File: src/rtl/program_loader.sv
// Streams 16-bit words into instruction memory from addr 0, holding the CPU in reset until settled.
// Latency: a word is written 1 cycle after its handshake. cpu_resetn rises RELEASE_CYCLES after the last write.
// Backpressure: in_ready is registered and high only in LOAD/CHECK. PROGRAM_LOADER_CHECKSUM_EN adds a trailing checksum word.
module program_loader #(
   parameter int ADDR_W         = 8,
   parameter int DEPTH          = 256,
   parameter int RELEASE_CYCLES = 4
) (
   input  logic              clk,
   input  logic              reset,
   input  logic              start,
   input  logic              in_valid,
   output logic              in_ready,
   input  logic [15:0]       in_data,
   input  logic              in_last,
   output logic              imem_we,
   output logic [ADDR_W-1:0] imem_addr,
   output logic [15:0]       imem_wdata,
   output logic              cpu_resetn,
   output logic              done,
   output logic              error,
   output logic [ADDR_W:0]   word_count
);

   localparam int              CNT_W    = $clog2(RELEASE_CYCLES + 1);
   localparam logic [ADDR_W:0] DEPTH_W  = (ADDR_W + 1)'(DEPTH);
   localparam logic [CNT_W-1:0] REL_LAST = CNT_W'(RELEASE_CYCLES - 1);

   typedef enum logic [2:0] {
      S_IDLE,
      S_LOAD,
`ifdef PROGRAM_LOADER_CHECKSUM_EN
      S_CHECK,
`endif
      S_RELEASE,
      S_RUN,
      S_ERROR
   } state_t;

   state_t           state;
   logic [CNT_W-1:0] rel_cnt;
   logic             hs;
`ifdef PROGRAM_LOADER_CHECKSUM_EN
   logic [15:0]      sum;
`endif

   assign hs = in_valid && in_ready;

   always_ff @(posedge clk) begin
      if (reset) begin
         state      <= S_IDLE;
         rel_cnt    <= '0;
         in_ready   <= 1'b0;
         imem_we    <= 1'b0;
         imem_addr  <= '0;
         imem_wdata <= '0;
         cpu_resetn <= 1'b0;
         done       <= 1'b0;
         error      <= 1'b0;
         word_count <= '0;
`ifdef PROGRAM_LOADER_CHECKSUM_EN
         sum        <= '0;
`endif
      end else begin
         imem_we <= 1'b0;
         case (state)
            S_IDLE, S_RUN, S_ERROR: begin
               if (start) begin
                  state      <= S_LOAD;
                  in_ready   <= 1'b1;
                  word_count <= '0;
                  cpu_resetn <= 1'b0;
                  done       <= 1'b0;
                  error      <= 1'b0;
`ifdef PROGRAM_LOADER_CHECKSUM_EN
                  sum        <= '0;
`endif
               end
            end
            S_LOAD: begin
               if (hs) begin
                  // A full memory rejects the word outright; the address never wraps.
                  if (word_count == DEPTH_W) begin
                     state    <= S_ERROR;
                     in_ready <= 1'b0;
                     error    <= 1'b1;
                  end else begin
                     imem_we    <= 1'b1;
                     imem_addr  <= word_count[ADDR_W-1:0];
                     imem_wdata <= in_data;
                     word_count <= word_count + 1'b1;
`ifdef PROGRAM_LOADER_CHECKSUM_EN
                     sum        <= sum + in_data;
                     if (in_last) begin
                        state <= S_CHECK;
                     end
`else
                     if (in_last) begin
                        state    <= S_RELEASE;
                        in_ready <= 1'b0;
                        rel_cnt  <= '0;
                     end
`endif
                  end
               end
            end
`ifdef PROGRAM_LOADER_CHECKSUM_EN
            S_CHECK: begin
               if (hs) begin
                  in_ready <= 1'b0;
                  if (in_data == sum) begin
                     state   <= S_RELEASE;
                     rel_cnt <= '0;
                  end else begin
                     state <= S_ERROR;
                     error <= 1'b1;
                  end
               end
            end
`endif
            S_RELEASE: begin
               if (rel_cnt == REL_LAST) begin
                  state      <= S_RUN;
                  cpu_resetn <= 1'b1;
                  done       <= 1'b1;
               end else begin
                  rel_cnt <= rel_cnt + 1'b1;
               end
            end
            default: state <= S_IDLE;
         endcase
      end
   end

endmodule

File: config.mk
export PLATFORM = sky130hd
export DESIGN_NAME = program_loader
export DESIGN_NICKNAME = d
export VERILOG_FILES = /design/src/rtl/program_loader.sv
export SDC_FILE = /design/constraint.sdc
export NUM_CORES = 1
export LEC_CHECK = 0
export ABC_CLOCK_PERIOD_IN_PS = 1800
export CAP_MARGIN = 20
export CORE_ASPECT_RATIO = 0.8
export CORE_UTILIZATION = 41
export DETAILED_ROUTE_END_ITERATION = 8
export PLACE_DENSITY = 0.79
export SYNTH_ARGS = -nofsm -noshare
export SYNTH_HDL_FRONTEND = slang
export SYNTH_SLANG_ARGS = --single-unit
File: constraint.sdc
create_clock -name clk -period 1.8 [get_ports clk]
set_input_delay 0.36 -clock clk [delete_from_list [all_inputs] [get_ports clk]]
set_output_delay 0.36 -clock clk [all_outputs]
set_load 0.03 [all_outputs]
=== After elaboration in Yosys (flattened, before gate mapping) ===
Cells that the tools add are included.

* Bits in registers: 43
* Input port bits: 21
* Output and inout port bits: 38
* Logic and storage cells: 69

* Add/subtract/negate cells: 2
* Equality and inequality tests: 14
* Multiplexer cells: 27
* Bitwise operators: 3
* Reductions and logical operators: 14

{| class="wikitable"
|+ Operators with widths
! cell !! count
|-
| $mux 3 || 9
|-
| $mux 9 || 3
|-
| $pmux 9 s2 || 1
|-
| $reduce_and 4->1 || 4
|-
| $ne 2x2->1 const B || 7
|-
| $add 9x1->9 const B || 1
|-
| $eq 3x2->1 const B || 3
|-
| $eq 9x9->1 const B || 1
|-
| $mux 1 || 9
|-
| $pmux 3 s3 || 1
|-
| $pmux 1 s2 || 3
|-
| $pmux 3 s2 || 1
|-
| $reduce_and 3->1 || 2
|-
| $reduce_bool 2->1 || 3
|-
| $reduce_or 3->1 || 2
|-
| $reduce_and 5->1 || 1
|-
| $add 3x1->3 const B || 1
|-
| $eq 3x1->1 const B || 1
|-
| $eq 3x3->1 const B || 1
|-
| $logic_not 3->1 || 1
|-
| $ne 3x3->1 const B || 1
|-
| $not 1->1 || 3
|-
| $logic_and 1x1->1 || 1
|}

=== Logic depth before layout (Yosys ltp) ===
* Depth in word-level cells: 4
* Gate-level depth with buffers: 8
* Depth with buffers taken out: 7

=== Worst setup path after synthesis ===
Ideal clock, no wire load.

* Kind: register to register
* Start point: register word_count[0]
* End point: register rel_cnt[0]
* Setup time: 0.117 ns
* Arrival: 1.780 ns
* Required time: 1.683 ns
* Slack: -0.097 ns
* Stages on the path, launching flop included: 8
* Buffers on the path: 0
* Clock period less this slack: 1.897 ns
* Path through: dfxtp_1 > inv_1 > ha_1 > and4bb_1 > and2_4 > nand4b_1 > nor3b_2 > a22o_1

* Word-level cells in the longest chain between the ends: 3

{| class="wikitable"
|+ RTL lines
! element !! RTL line !! source
|-
| start, declared || 22 || <nowiki>output logic [ADDR_W:0] word_count</nowiki>
|-
| start signal, assigned || 91 || <nowiki>word_count <= word_count + 1'b1;</nowiki>
|-
| $eq 9x9->1 || 83 || <nowiki>if (word_count == DEPTH_W) begin</nowiki>
|-
| $ne 2x2->1 (no source line) || - ||
|-
| $reduce_and 5->1 (no source line) || - ||
|-
| end signal, assigned || 127 || <nowiki>rel_cnt <= rel_cnt + 1'b1;</nowiki>
|-
| end, declared || 41 || <nowiki>logic [CNT_W-1:0] rel_cnt;</nowiki>
|}

No other way between the ends.
A chain may end at the register's enable or synchronous reset.

=== Final worst setup path ===
* Start point: register word_count[3]
* End point: register word_count[5]

* Word-level cells in the longest chain between the ends: 4
* Elaborated cells on any way between the ends: 7
* Those cells by class: add/sub (1); eq/ne (2); mux (3); reduce/logical (1)

{| class="wikitable"
|+ RTL lines
! element !! RTL line !! source
|-
| $add 9x1->9 || 91 ||
|-
| $mux 9 || 83 ||
|-
| $mux 9 || 81 || <nowiki>if (hs) begin</nowiki>
|-
| $pmux 9 s2 || 66 || <nowiki>case (state)</nowiki>
|}

Parallel ways exist; a longest one is shown, timed or not. The select of a mux whose other input is x is not followed.

==> flow_summary.toml <==
[sta]
whs_ns = 0.457
tns_ns = 0
finalHoldViolations = 0
period_share_pct = 96.4
final-setup-viol-count = 0
worst_pin_slew_ns = 0.347
fin_crit_ns = 1.74
rsz0062_at_grt = "no"
slew_headroom_pct = 76.8
max_clock_freq_ghz = 0.576
slew_viol_final = 0
fin_skew_ns = 0.00476

[logic_synthesis]
ys_ff_latch = 43
ys_types = 46
synthCells = 214
ys_async_sr_fraction_pct = 0
synth_top_cells_by_count = "57 x nand2_1, 43 x dfxtp_1, 28 x a21oi_1"
synth.most_common_cell = "nand2_1"
syn_nets = 239
synth_flop_cell = "dfxtp_1"
synth_edf_count = 0
synth_seq_area_share_pct = 45.9
avgSynthCellArea_sq_um = 8.76
ys_warn_count = 0
ys_top_cells_by_area = "dfxtp_1 46%, nand2_1 11%, a21oi_1 7.5%, ha_1 2.7%, and3_1 2.0%"
yosysTopAreaCell = "dfxtp_1"
synth.top_cell.area_share_pct = 45.9
syn_area_sq_um = 1880

[detailed_routing]
detail-route-antenna-nets = 0
vias = 1740
dr.pass1.iters = 7
post_drt_wl_per_cell_microns = 12.9
avgViaCountPerCell = 5.03
first_iter_violations = 73
drcViolationCount = 0
drt-total-wl_microns = 4470

[die]
dieHeight_microns = 62.5
num_rows = 21
core_area_sq_um = 4280
ios = 59
die-area_sq_um = 4850
start_util_pct = 43.8
die_w_microns = 77.6

[worst_setup_path]
crit_type = "register to register"
cp-start-kind = "register"
crit_fanout = 7
max_stage_delay_ns = 0.38
required_ns = 1.98
critical_path.cell_chain = "nor4_1 > a211o_1 > nor2_4 > buf_4 > a221o_1"
arrival_ns = 1.92
crit_path_end_kind = "register"
slowest_stage = "dfxtp_1"

[power_and_ir_drop]
vdd_drop_max_v = 0.000510
power_density_nw_per_um2 = 778
power.leakage_nw = 1.08

[final_layout]
drive_above_1_share_pct = 15.2
insertedDiodeCount = 0
fin_cells = 346
nets = 313
final_core_util_pct = 64.9
synthToLayoutAreaGrowth_pct = 48.2
final_area_sq_um = 2780

[grt]
grtUsageTotal_pct = 19.8
grt_pass1_wl_microns = 7670
grt_max_degree = 25
antenna_found_initial = 0
grt_pass1_vias = 1729
overflow = 0

[place]
dp_hpwl_microns = 3240
place.gp.congestion = 0.888
placed_area_sq_um = 2610
dp_cells = 335
port_buffers = 58

[clock_tree]
cts_sinks = 43
cts_tree = "built"
cts_root_buffer = "clkbuf_8"
htree_levels = 2
clk_latency_ns = 0.29
cts_made_buffers = 5
cts_hold_buf = 0
clk_pin_slew_ns = 0.08
cts_max_path_buffers = 2

[outcome]
status = "complete, no violations"

[flow_run]
cap_violations = 0

[min_path]
hp-class = "register to register"
-- layer usage --
| layer | wire length, microns | GRT usage (%) | share of wire, % |
|---|---|---|---|
| met5 | 0 | 0 | 0 |
| met4 | 20 | 6.13 | 0.45 |
| met1 | 2060 | 23.5 | 46 |
| met3 | 333 | 7.59 | 7.5 |
| met2 | 2050 | 32.9 | 46 |
-- cell usage in the layout, fill, tap and decap left out, types with 3 or more instances in the layout --
cell,instances
dlygate4sd2_1,5
nor2_1,8
nand3_1,3
and3_1,6
a211o_1,3
inv_1,7
a21oi_1,28
ha_1,4
dfxtp_1,40
clkdlybuf4s50_1,51
nor4_1,4
buf_4,16
nand2_1,57
clkbuf_8,5
-- power by group --
group	total (W)	switching, W	leakage (nW)	internal, W
Combinational	0.000292	0.000148	0.671	0.000144
Sequential	0.000990	0.0000213	0.350	0.000969
Clock	0.000880	0.000327	0.0644	0.000553
Total	0.00216	0.000497	1.08	0.00167
-- critical path: cells and delay by family, from the launching register on --
family	cells	cell delay, ns
buf+inv	1	0.14
simple gates	2	0.45
compound gates	2	0.65
flops	1	0.38
-- registers in the layout, indices dropped and copies added, names as in the netlist --
register and cells:
error 1, state 3, in_ready 1, imem_addr 8
imem_wdata 16, done 1, word_count 9, rel_cnt 3
imem_we 1
-- metrics by stage --
stage               worst slack [ns]  power, W
floorplan                     0.0389   0.00117
global placement              -0.263   0.00130
detailed placement            -0.289   0.00130
CTS                          0.00889   0.00218
global route                 0.00328   0.00226
finish                        0.0644   0.00216
-- path summary, 6_finish.rpt --
check                              startpoint       endpoint  slack [ns]  cells after the start
worst max-delay path            word_count[3]  word_count[5]        0.06                      5
worst min-delay path             imem_addr[1]   imem_addr[1]        0.46                      2
worst max register to register  word_count[3]  word_count[5]        0.06                      5
worst min register to register   imem_addr[1]   imem_addr[1]        0.46                      2
-- cell type report --
class / count / area, sq um
tap: 57 / 71.3
sequential: 43 / 870
timing repair buffer: 77 / 751
clock buffer: 5 / 68.8
inverter: 7 / 26.3
clock inverter: 3 / 67.6
multi-input combinational: 154 / 926
fill: 346 / 1500
-- what timing repair did --
action / in CTS / in global routing
buffers inserted: 0 / 3
pin swaps: 0 / 1
endpoints found under the setup margin: 5 / 32
resized for setup: 5 / 6
-- logic make-up (layout without fill, tap and decap cells) --
group | after synthesis | in the layout | share of synthesized area, %
AO/OA/AOI/OAI | 49 | 49 | 17.6
flip-flops | 43 | 43 | 45.9
AND/OR/NAND/NOR | 99 | 99 | 27.9
adder cells (fa/ha/maj) | 4 | 4 | 2.67
buffers and inverters | 17 | 92 | 4.74
multiplexers | 2 | 2 | 1.20
Power figures use the tool's default switching activity.
